===== src/rtl/text_cell_writer_if.sv =====
// Command and cell-RAM write bundle for the text cell writer.
// The host side drives commands; the engine side drives writes and status.
interface text_cell_writer_if;
  logic        cmd_valid;
  logic        cmd_ready;
  logic [1:0]  cmd;
  logic [15:0] cmd_data;
  logic        wr_en;
  logic [11:0] wr_addr;
  logic [15:0] wr_data;
  logic [6:0]  cursor_col;
  logic [4:0]  cursor_row;
  logic        busy;

  modport master (
    output cmd_valid, cmd, cmd_data,
    input  cmd_ready, wr_en, wr_addr, wr_data,
    input  cursor_col, cursor_row, busy
  );

  modport slave (
    input  cmd_valid, cmd, cmd_data,
    output cmd_ready, wr_en, wr_addr, wr_data,
    output cursor_col, cursor_row, busy
  );
endinterface


===== src/rtl/text_cell_writer.sv =====
// Write-side engine for the text cell RAM: cursor, attribute,
// CR/LF handling, auto-advance with wrap and full-area fill.
module text_cell_writer #(
  parameter int          COLS     = 84,
  parameter int          ROWS     = 32,
  parameter logic [7:0]  DEF_ATTR = 8'hF0
) (
  input logic               i_clk,
  input logic               i_rst,
  text_cell_writer_if.slave bus
);

  typedef enum logic {IDLE, FILL} state_t;

  localparam logic [6:0] LAST_COL = 7'(COLS - 1);
  localparam logic [4:0] LAST_ROW = 5'(ROWS - 1);

  localparam logic [1:0] OP_PUT  = 2'd0;
  localparam logic [1:0] OP_CUR  = 2'd1;
  localparam logic [1:0] OP_ATTR = 2'd2;
  localparam logic [1:0] OP_FILL = 2'd3;

  state_t      state, state_nxt;
  logic [6:0]  col;
  logic [4:0]  row;
  logic [7:0]  attr;
  logic        we_q;
  logic [11:0] addr_q;
  logic [15:0] data_q;

  logic        accept;
  logic        fill_last;
  logic [4:0]  row_inc;
  logic [6:0]  fill_col_n;
  logic [4:0]  fill_row_n;
  logic [7:0]  c;
  logic        unused_bits;

  assign accept      = bus.cmd_valid && (state == IDLE);
  assign fill_last   = (addr_q[11:5] == LAST_COL) && (addr_q[4:0] == LAST_ROW);
  assign row_inc     = (row == LAST_ROW) ? 5'd0 : row + 5'd1;
  assign c           = bus.cmd_data[7:0];
  assign unused_bits = ^bus.cmd_data[15:13];

  assign bus.cmd_ready  = (state == IDLE);
  assign bus.busy       = (state == FILL);
  assign bus.wr_en      = we_q;
  assign bus.wr_addr    = addr_q;
  assign bus.wr_data    = data_q;
  assign bus.cursor_col = col;
  assign bus.cursor_row = row;

  // Next fill address: walk rows first, then step to the next column.
  always_comb begin
    fill_col_n = addr_q[11:5];
    fill_row_n = addr_q[4:0] + 5'd1;
    if (addr_q[4:0] == LAST_ROW) begin
      fill_row_n = 5'd0;
      fill_col_n = addr_q[11:5] + 7'd1;
    end
  end

  // State register.
  always_ff @(posedge i_clk or posedge i_rst) begin
    if (i_rst) state <= IDLE;
    else       state <= state_nxt;
  end

  // Next state: enter FILL on a fill command, leave after the last cell.
  always_comb begin
    state_nxt = state;
    unique case (state)
      IDLE: if (accept && bus.cmd == OP_FILL) state_nxt = FILL;
      FILL: if (fill_last) state_nxt = IDLE;
      default: state_nxt = IDLE;
    endcase
  end

  // Cursor, attribute and registered write port.
  always_ff @(posedge i_clk or posedge i_rst) begin
    if (i_rst) begin
      col    <= '0;
      row    <= '0;
      attr   <= DEF_ATTR;
      we_q   <= 1'b0;
      addr_q <= '0;
      data_q <= '0;
    end else begin
      we_q <= 1'b0;
      if (state == FILL) begin
        if (fill_last) begin
          col <= '0;
          row <= '0;
        end else begin
          we_q   <= 1'b1;
          addr_q <= {fill_col_n, fill_row_n};
        end
      end else if (accept) begin
        unique case (bus.cmd)
          OP_PUT: begin
            if (c == 8'h0D) begin
              col <= '0;
            end else if (c == 8'h0A) begin
              col <= '0;
              row <= row_inc;
            end else begin
              we_q   <= 1'b1;
              addr_q <= {col, row};
              data_q <= {attr, c};
              if (col == LAST_COL) begin
                col <= '0;
                row <= row_inc;
              end else begin
                col <= col + 7'd1;
              end
            end
          end
          OP_CUR: begin
            col <= (bus.cmd_data[6:0] > LAST_COL)
                   ? LAST_COL : bus.cmd_data[6:0];
            row <= (bus.cmd_data[12:8] > LAST_ROW)
                   ? LAST_ROW : bus.cmd_data[12:8];
          end
          OP_ATTR: attr <= c;
          OP_FILL: begin
            we_q   <= 1'b1;
            addr_q <= '0;
            data_q <= {attr, c};
          end
          default: ;
        endcase
      end
    end
  end

endmodule


===== src/flat_wrapper.sv =====
// flat-port wrapper written by rule: the top's interface ports become plain ports
module text_cell_writer_flat 
#(
  parameter int          COLS     = 84,
  parameter int          ROWS     = 32,
  parameter logic [7:0]  DEF_ATTR = 8'hF0
)
  (i_clk, i_rst, bus_cmd_valid, bus_cmd, bus_cmd_data, bus_cmd_ready, bus_wr_en, bus_wr_addr, bus_wr_data, bus_cursor_col, bus_cursor_row, bus_busy);
  text_cell_writer_if bus_i ();
  input logic i_clk;
  input logic i_rst;
  input wire logic [$bits(bus_i.cmd_valid)-1:0] bus_cmd_valid;
  input wire logic [$bits(bus_i.cmd)-1:0] bus_cmd;
  input wire logic [$bits(bus_i.cmd_data)-1:0] bus_cmd_data;
  output wire logic [$bits(bus_i.cmd_ready)-1:0] bus_cmd_ready;
  output wire logic [$bits(bus_i.wr_en)-1:0] bus_wr_en;
  output wire logic [$bits(bus_i.wr_addr)-1:0] bus_wr_addr;
  output wire logic [$bits(bus_i.wr_data)-1:0] bus_wr_data;
  output wire logic [$bits(bus_i.cursor_col)-1:0] bus_cursor_col;
  output wire logic [$bits(bus_i.cursor_row)-1:0] bus_cursor_row;
  output wire logic [$bits(bus_i.busy)-1:0] bus_busy;
  assign bus_i.cmd_valid = bus_cmd_valid;
  assign bus_i.cmd = bus_cmd;
  assign bus_i.cmd_data = bus_cmd_data;
  assign bus_cmd_ready = bus_i.cmd_ready;
  assign bus_wr_en = bus_i.wr_en;
  assign bus_wr_addr = bus_i.wr_addr;
  assign bus_wr_data = bus_i.wr_data;
  assign bus_cursor_col = bus_i.cursor_col;
  assign bus_cursor_row = bus_i.cursor_row;
  assign bus_busy = bus_i.busy;
  text_cell_writer #(.COLS(COLS), .ROWS(ROWS), .DEF_ATTR(DEF_ATTR)) u_core (.i_clk(i_clk), .i_rst(i_rst), .bus(bus_i));
endmodule

===== config.mk =====
export PLATFORM = sky130hd
export DESIGN_NAME = text_cell_writer_flat
export DESIGN_NICKNAME = d
export VERILOG_FILES = /design/src/rtl/text_cell_writer_if.sv /design/src/rtl/text_cell_writer.sv /design/src/flat_wrapper.sv
export SDC_FILE = /design/constraint.sdc
export NUM_CORES = 1
export LEC_CHECK = 0
export BUFFER_PORTS_ARGS = -buffer_cell sky130_fd_sc_hd__buf_2
export CAP_MARGIN = 20
export CORE_ASPECT_RATIO = 0.8
export CORE_UTILIZATION = 58
export CTS_CLUSTER_SIZE = 14
export DETAILED_ROUTE_END_ITERATION = 16
export GPL_ROUTABILITY_DRIVEN = 0
export PLACE_DENSITY = 0.91
export SLEW_MARGIN = 0
export SYNTH_ARGS = -nofsm -noshare
export SYNTH_HDL_FRONTEND = slang
export SYNTH_SLANG_ARGS = --single-unit

===== constraint.sdc =====
create_clock -name i_clk -period 6.2 [get_ports i_clk]
set_input_delay 0.62 -clock i_clk [delete_from_list [all_inputs] [get_ports i_clk]]
set_output_delay 0.62 -clock i_clk [all_outputs]
set_load 0.005 [all_outputs]

==> Yosys cells after proc, flatten, opt, wreduce, memory -nomap -nowiden <==
Cells that the tools add are included.
{ "word_totals": {"regBits": 50, "latch_bits": 0, "ram_bits": 0, "mem_bits_ro": 0, "input_bits": 21, "output_inout_bits": 43, "elab_cells": 82, "mem_count": 0} }
{ "op_classes": {"addsub": 4, "mul": 0, "n_div": 0, "order_cmp": 2, "eq_ne": 17, "n_shift": 0, "mux": 36, "bitwise_logic": 1, "reduce_logical": 14} }
{ "op_table": {"columns": ["operator", "n"], "rows": [
  ["two-way mux 12 bit", 5],
  ["two-way mux 7 bit", 8],
  ["two-way mux 5 bit", 9],
  ["two-way mux 16 bit", 2],
  ["one-hot mux 16 bit (2 select lines)", 1],
  ["one-hot mux 12 bit (2 select lines)", 1],
  ["equality test 8 x 4 -> 1 bit, second input constant", 2],
  ["AND reduction 5 bit", 3],
  ["adder 7 x 1 -> 7 bit, second input constant", 2],
  ["equality test 7 bit, second input constant", 2],
  ["one-hot mux 7 bit (2 select lines)", 1],
  ["adder 5 x 1 -> 5 bit, second input constant", 2],
  ["equality test 5 bit, second input constant", 2],
  ["inequality test 2 bit, second input constant", 5],
  ["one-hot mux 5 bit (2 select lines)", 1],
  ["greater-than comparator 7 bit, second input constant", 1],
  ["two-way mux 1 bit", 6],
  ["inequality test 3 x 2 -> 1 bit, second input constant", 2],
  ["AND reduction 3 bit", 2],
  ["AND reduction 6 bit", 1],
  ["nonzero test 3 bit", 2],
  ["greater-than comparator 5 bit, second input constant", 1],
  ["equality test 2 bit, second input constant", 2],
  ["inequality test 4 x 1 -> 1 bit, second input constant", 1],
  ["other kinds (6)", 10]
]} }

==> Depth between registers and ports, before layout <==
Gate-level depths: netlist (run 1).
{ "logic_depth": {"word_depth": 8, "depth_mapped": 9, "depth_no_buf": 8} }

==> Worst setup path after synthesis (run 1) <==
No wires, ideal clock.
{ "synth_timing": {"path_type": "register -> register", "start": "register u_core.addr_q[0] (netlist: u_core.bus.wr_addr[0])", "end": "register u_core.addr_q[6] (netlist: u_core.bus.wr_addr[6])", "setup_ns": 0.127, "arrival_ns": 2.107, "required_time_ns": 6.073, "setup_slack_ns": 3.966, "path_stages_with_launch": 10, "path_buffers": 1, "synth_period_minus_slack_ns": 2.234, "path_cell_list": "dfrtp_1 ha_1 and3_1 ha_1 nand4bb_1 o31ai_2 a21boi_4 nor2b_1 buf_6 mux2_1"} }
{ "synth_between": {"elab_chain_len": 4, "word_cells_on_any_way": 5, "cone_classes": "eq/ne (3); reduce/logical (2)"} }
{ "synth_lines": {"columns": ["element", "line", "source"], "rows": [
  ["start: declaration", "text_cell_writer.sv:28", "logic [11:0] addr_q;"],
  ["start signal: assignment", "text_cell_writer.sv:96", "addr_q <= {fill_col_n, fill_row_n};"],
  ["start signal: assignment", "text_cell_writer.sv:108", "addr_q <= {col, row};"],
  ["equality test 5 bit (*)", "text_cell_writer.sv:40, text_cell_writer.sv:57", null],
  ["logical AND 1 bit", "text_cell_writer.sv:40", "assign fill_last = (addr_q[11:5] == LAST_COL) && (addr_q[4:0] == LAST_ROW);"],
  ["inequality test 2 bit (no line)", null, null],
  ["AND reduction 6 bit (no line) (*)", null, null]
]} }
Mark *: on every way between the ends. The rest lies on a longest branch, timed or not.
A chain may end at the register's enable or synchronous reset.

==> Final worst setup path (run 1) <==
{ "layout_timing": {"start": "register u_core.addr_q[0] (netlist: u_core.bus.wr_addr[0])", "end": "register u_core.addr_q[9] (netlist: u_core.bus.wr_addr[9])"} }
Same word-level chain as after synthesis.

==> impl_metrics.yaml, run 1 <==
pwr:
  intPower_w: 0.000876
  switching_share_pct: 33.9
  clkPwrFrac_pct: 21.2
  powerDensity_nw_per_um2: 409
  p_leak_nw: 1.50
  netSwitchingPower_w: 0.000450
  combPwrFrac_pct: 33.7
  ir_worst_vdd_mv: 0.214
  power.share.sequential_pct: 45.2
critical_path:
  rr_endpoint: "u_core.bus.wr_addr[9]"
  r2r-start: "u_core.bus.wr_addr[0]"
  cp.required_ns: 6.40
  r2r_setup_slack_ns: 3.61
  crit_end: "u_core.bus.wr_addr[9]"
  critPathArrivalTime_ns: 2.79
  startpoint: "u_core.bus.wr_addr[0]"
  cp-end-kind: "register"
  criticalPathCategory: "reg2reg"
  crit_fanout: 10
  cp-start-kind: "register"
  reg2reg_depth: 8
logic_synthesis:
  synth_ff_type: "dfrtp_1"
  synth_top_area_share_pct: 42.0
  ys_seq_area_share_pct: 45.8
  ys_seq_elements: 50
  synth_area_leaders: "dfrtp_1 (42%), mux2_2 (12%), ha_1 (4.6%)"
  synth_edf_count: 0
  async_reset_ff_share_pct: 100
  yosysWarningCount: 0
  syn-cell-area_sq_um: 2740
  synth_cell_type_count: 53
  synth_top_cell_by_area: "dfrtp_1"
  synth_nets: 289
  syn_avg_cell_area_sq_um: 10.6
  syn_inst: 258
final_layout:
  drive_above_1_share_pct: 35.3
  syn2layout_area_growth_pct: 18.2
  final_net_count: 350
  fin_util_pct: 74.4
  seq_area_sq_um: 1260
  antennaDiodeCount: 0
  final_area_sq_um: 3240
  mostFrequentLayoutCells: "buf_2 (60), dfrtp_1 (46), nand2_1 (29), mux2_2 (29), o21ai_0 (24)"
  multi_input_comb_area_sq_um: 1420
  final_common_cell: "buf_2"
  fillers: 311
routing:
  drc: 0
  viasPerCell: 6.06
  drtIter0Drc: 206
  num_vias: 2284
  post_drt_wl_per_cell_microns: 16.5
  ant_nets: 0
  postRouteWirelength_microns: 6200
  first_pass_iters: 4
sta:
  finalMaxSlewViolations: 0
  hold_violations: 0
  fmax_mhz: 386
  rsz0062_at_grt: "no"
  skew_ns: 0.00815
  period_share_pct: 41.8
  min_period_ns: 2.59
  timing.final.ws_setup_ns: 3.61
  tightest_slew_ns: 0.729
  setup_viol: 0
  slew_headroom_pct: 51.4
  tns_ns: 0
floorplan:
  die_area_sq_um: 5010
  io_pins: 64
  die_w_microns: 78.9
  chipHeight_microns: 63.5
  rows: 21
  start_util_pct: 62.9
  design.core.area_sq_um: 4360
run:
  drv_cap: 0
placement:
  placed_area_sq_um: 3080
  portBuffers: 60
  post-dp-hpwl_microns: 4350
  dp_slack_ns: 3.44
clock_network:
  clk_latency_ns: 0.31
  cts_max_level: 2
  cts.sink_count: 50
  cts_tree: "yes"
  clockBufferDepth: 2
  cts_root_buf: "clkbuf_8"
  ctsHoldBuffers: 0
  clkTransAtPathRegs_ns: 0.09
  post_cts_resized: 0
  cts_buffers: 5
  post_cts_buffers: 0
outcome:
  status: "finished clean"
worst_hold_path:
  hold_path.class: "in2async"
global_routing:
  grtUsageTotal_pct: 27.6
  grt_overflow: 0
  grt_max_degree: 51
  antenna_found_initial: 0
  grt_pass1_vias: 2209
  grt_pass1_wl_microns: 10700
==> critical path, cell delays in order (launching register included) <==
cell and delay [ns]:
dfrtp_1 0.43, ha_1 0.20, and3_1 0.17, ha_1 0.20
nand4bb_1 0.18, o31ai_2 0.37, a21boi_4 0.37, nor2b_1 0.21
mux2_1 0.36
==> layer usage <==
| layer | vias up | track usage (%) | wire (microns) |
|---|---|---|---|
| li1 | 1055 | - | - |
| met1 | 1105 | 37.2 | 2690 |
| met2 | 106 | 42.0 | 2910 |
| met3 | 18 | 5.65 | 445 |
| met4 | 0 | 14.5 | 153 |
| met5 | - | 0 | 0 |
==> registers in the layout, indices dropped and copies added, names as in the netlist <==
register               count
u_core.bus.busy            1
u_core.bus.wr_data        16
u_core.bus.wr_en           1
u_core.attr                8
u_core.bus.cursor_row      5
u_core.bus.wr_addr        12
u_core.bus.cursor_col      7
==> synth_stat cells (3+ instances only) <==
cell / count
nand2_1: 29
dfstp_2: 4
nand3_1: 7
a22oi_1: 4
mux2_1: 3
o21ai_0: 24
nor2_1: 18
xor2_1: 3
dfrtp_1: 46
mux2_2: 29
clkbuf_1: 4
a21oi_1: 8
nor3_1: 4
ha_1: 10
xnor2_1: 7
inv_1: 7
nand2b_1: 5
==> per-stage QoR <==
stage / hold slack [ns] / std cells / power [W]
6_report: 0.327 / 377 / 0.00133
5_1_grt: 0.362 / 377 / 0.00142
4_1_cts: 0.486 / 376 / 0.00133
3_5_place_dp: 0.469 / 368 / 0.00104
3_3_place_gp: 0.460 / 368 / 0.00101
2_1_floorplan: 0.459 / 258 / 0.000850
==> cells by family after synthesis <==
kind of cell	Yosys count	share of synthesized area (%)
AOI/OAI and AO/OA	59	15.4
xor gates and xnor gates	10	3.19
adders and majority gates	10	4.56
buffers and inverters	15	2.37
DFF	50	45.8
muxes	34	13.9
and+or+nand+nor	80	14.8
==> power by group through the flow <==
stage          Sequential [W]  Combinational (W)  Clock (W)
6_report             0.000599           0.000446   0.000281
5_1_grt              0.000618           0.000504   0.000297
4_1_cts              0.000596           0.000447   0.000284
3_5_place_dp         0.000600           0.000443          0
3_3_place_gp         0.000589           0.000425          0
2_1_floorplan        0.000575           0.000275          0
==> area by class of cell <==
| cell class | count | share of cell area (%) |
|---|---|---|
| clock buffer | 6 | 2.55 |
| clock inverter | 2 | 1.85 |
| tap | 57 | 2.20 |
| sequential | 50 | 38.7 |
| inverter | 8 | 0.926 |
| multi-input combinational | 193 | 43.9 |
| timing repair buffer | 61 | 9.88 |
==> how the worst min path moves through the flow <==
| stage | end | from | cells after the start | slack [ns] |
|---|---|---|---|---|
| floorplan | u_core.attr[5] | u_core.attr[5] | 2 | 0.46 |
| global placement | u_core.bus.wr_data[6] | u_core.bus.wr_data[6] | 2 | 0.46 |
| detailed placement | u_core.bus.wr_data[6] | u_core.bus.wr_data[6] | 2 | 0.47 |
| CTS | u_core.attr[6] | u_core.attr[6] | 2 | 0.49 |
| global route | u_core.bus.cursor_col[4] | i_rst | 2 | 0.36 |
| finish | u_core.bus.cursor_col[4] | i_rst | 2 | 0.33 |
No activity file was read; power rests on OpenSTA's default activity.
==> run 2, diff against run 1 <==
--- a/config.mk
+++ b/config.mk
@@ -5,14 +5,15 @@
 export SDC_FILE = /design/constraint.sdc
 export NUM_CORES = 1
 export LEC_CHECK = 0
+export ABC_AREA = 1
 export BUFFER_PORTS_ARGS = -buffer_cell sky130_fd_sc_hd__buf_2
 export CAP_MARGIN = 20
 export CORE_ASPECT_RATIO = 0.8
-export CORE_UTILIZATION = 58
+export CORE_UTILIZATION = 49
 export CTS_CLUSTER_SIZE = 14
 export DETAILED_ROUTE_END_ITERATION = 16
 export GPL_ROUTABILITY_DRIVEN = 0
-export PLACE_DENSITY = 0.91
+export PLACE_DENSITY = 0.82
 export SLEW_MARGIN = 0
 export SYNTH_ARGS = -nofsm -noshare
 export SYNTH_HDL_FRONTEND = slang
==> constraint.sdc (replaced) <==
create_clock -name i_clk -period 2.3 [get_ports i_clk]
set_input_delay 0.23 -clock i_clk [delete_from_list [all_inputs] [get_ports i_clk]]
set_output_delay 0.23 -clock i_clk [all_outputs]
set_load 0.005 [all_outputs]
==> impl_metrics.yaml, run 2 <==
final_layout:
  mostFrequentLayoutCells: "nand2_1 (139), buf_2 (60), inv_1 (59)"
  fillers: 543
  syn2layout_area_growth_pct: 16.3
  final_common_cell: "nand2_1"
  largest_register_ffs: 16
  seq_area_sq_um: 1260
  final_area_sq_um: 3490
  multi_input_comb_area_sq_um: 1450
  drive_above_1_share_pct: 19.1
  final_net_count: 517
  fin_util_pct: 59.0
  antennaDiodeCount: 0
routing:
  viasPerCell: 5.22
  drtIter0Drc: 279
  postRouteWirelength_microns: 7200
  drc: 0
  post_drt_wl_per_cell_microns: 12.7
  num_vias: 2963
  first_pass_iters: 5
  ant_nets: 0
critical_path:
  cp.depth: 11
  cpPeakStageDelay_ns: 0.42
  r2r-start: "u_core.bus.wr_addr[0]"
  cp-start-kind: "register"
  r2r_setup_slack_ns: 0.27
  cp-end-kind: "register"
  crit_slowest_cell: "dfrtp_1"
  rr_endpoint: "u_core.bus.cursor_row[4]"
  crit_path_frequent_cell: "nand2_1"
  reg2reg_depth: 11
  critPathArrivalTime_ns: 2.24
  cpLargestDelayFamily: "simple AND/OR/NAND/NOR gates"
  cp.required_ns: 2.51
  criticalPathCategory: "reg2reg"
  cp.buffers_inverters: 0
  worstPathCellList: "ha_1 > nand2_1 > nor2_1 > ha_1 > nand2_1 > nor2_1 > nand4_1 > nand2_1 > nand3_1 > nand2_1 > nand2_1"
  crit_fanout: 7
sta:
  tns_ns: 0
  skew_ns: 0.00953
  tightest_slew_ns: 0.626
  timing.final.ws_setup_ns: 0.269
  period_share_pct: 88.3
  finalMaxSlewViolations: 0
  hold_violations: 0
  rsz0062_at_grt: "no"
  min_period_ns: 2.03
  fmax_mhz: 492
  slew_headroom_pct: 58.3
  setup_viol: 0
global_routing:
  grt_pass1_wl_microns: 11800
  grt_pass1_vias: 2607
  grtUsageTotal_pct: 23.8
  grt_overflow: 0
  grt_max_degree: 51
  antenna_found_initial: 0
floorplan:
  design.core.area_sq_um: 5910
  rows: 25
  die_area_sq_um: 6440
  chipHeight_microns: 72.0
  die_w_microns: 89.5
  io_pins: 64
  start_util_pct: 50.7
logic_synthesis:
  synth_nets: 454
  syn_avg_cell_area_sq_um: 7.09
  synth_most_common_cell: "nand2_1"
  synth_top_cell_by_area: "dfrtp_1"
  synth_ff_type: "dfrtp_1"
  syn_inst: 423
  synthTopCellsByCount: "nand2_1 (139), inv_1 (60), dfrtp_1 (46)"
  syn-cell-area_sq_um: 3000
  yosysWarningCount: 0
  synth_top_area_share_pct: 38.4
  async_reset_ff_share_pct: 100
  synth_edf_count: 0
  synth_cell_type_count: 30
  ys_seq_area_share_pct: 41.9
  synth_area_leaders: "dfrtp_1 (38%), nand2_1 (17%), inv_1 (7.5%)"
  ys_seq_elements: 50
clock_network:
  clkTransAtPathRegs_ns: 0.10
  cts_max_level: 2
  cts_tree: "yes"
  cts_root_buf: "clkbuf_8"
  cts_buffers: 5
  post_cts_buffers: 0
  cts.sink_count: 50
  post_cts_resized: 0
  clockBufferDepth: 2
  clk_latency_ns: 0.31
  ctsHoldBuffers: 0
placement:
  placed_area_sq_um: 3370
  dp_slack_ns: 0.300
  portBuffers: 60
  post-dp-hpwl_microns: 5260
pwr:
  ir_worst_vdd_mv: 0.316
  powerDensity_nw_per_um2: 596
  p_leak_nw: 1.90
run:
  drv_cap: 0
outcome:
  status: "finished clean"
worst_hold_path:
  hold_path.class: "in2async"
==> run 2: changes by cell type in the layout (fill, tap and decap cells not counted), sizes merged, moves of 5 or more <==
cell    delta
inv       +56
mux2      -31
nand2    +117
nand2b     -5
nand3     +38
nand4      +8
nor2      +18
o21ai     +16
xnor2      -6
==> run 2: kinds of logic after synthesis <==
family	Yosys count	synth area share (%)
adders and majority gates	10	4.17
muxes	1	0.375
and+or+nand+nor	236	33.4
DFF	50	41.9
xor gates and xnor gates	1	0.292
buffers and inverters	71	9.80
AOI/OAI and AO/OA	54	10.1
==> run 2: through the flow <==
stage / total power [W] / std cells / hold slack [ns]
2_1_floorplan: 0.00129 / 423 / 0.351
3_3_place_gp: 0.00144 / 560 / 0.427
3_5_place_dp: 0.00145 / 560 / 0.434
4_1_cts: 0.00208 / 568 / 0.0915
5_1_grt: 0.00218 / 568 / 0.134
6_report: 0.00208 / 568 / 0.0609
==> run 2: layout make-up <==
type                       instances  area share, %
clock buffer                       5           1.97
multi-input combinational        302           41.6
inverter                          63           6.78
sequential                        50           36.0
timing repair buffer              64           9.47
tap                               81           2.91
clock inverter                     3           1.29
==> run 2: worst max-delay path by stage <==
stage	start	endpoint	slack [ns]
2_1_floorplan	u_core.bus.wr_addr[0]	u_core.bus.wr_addr[7]	0.63
3_3_place_gp	u_core.bus.wr_addr[0]	u_core.bus.cursor_row[2]	0.39
3_5_place_dp	u_core.bus.wr_addr[0]	u_core.bus.cursor_row[3]	0.30
4_1_cts	u_core.bus.wr_addr[0]	u_core.bus.cursor_row[3]	0.28
5_1_grt	u_core.bus.wr_addr[0]	u_core.bus.cursor_row[3]	0.07
6_report	u_core.bus.wr_addr[0]	u_core.bus.cursor_row[4]	0.27
==> run 2: layer usage <==
| metal | routed length (microns) | part of all wire (%) | global-route usage, % | up-vias |
|---|---|---|---|---|
| met5 | 0 | 0 | 0 | - |
| met4 | 100 | 1.4 | 6.53 | 0 |
| met3 | 519 | 7.2 | 4.55 | 11 |
| met2 | 3300 | 46 | 37.7 | 108 |
| met1 | 3280 | 46 | 33.7 | 1377 |
| li1 | - | - | - | 1467 |
==> run 2: power by group <==
part / total, W / internal, W / switching (W) / leakage (nW)
Sequential: 0.00106 / 0.000964 / 0.0000975 / 0.592
Clock: 0.000638 / 0.000324 / 0.000314 / 0.0504
Combinational: 0.000378 / 0.000174 / 0.000204 / 1.25
==> run 2: tightest hold or removal path, cell delays in order <==
cell   delay (ns)
buf_2        0.10
inv_2        0.03
buf_4        0.50
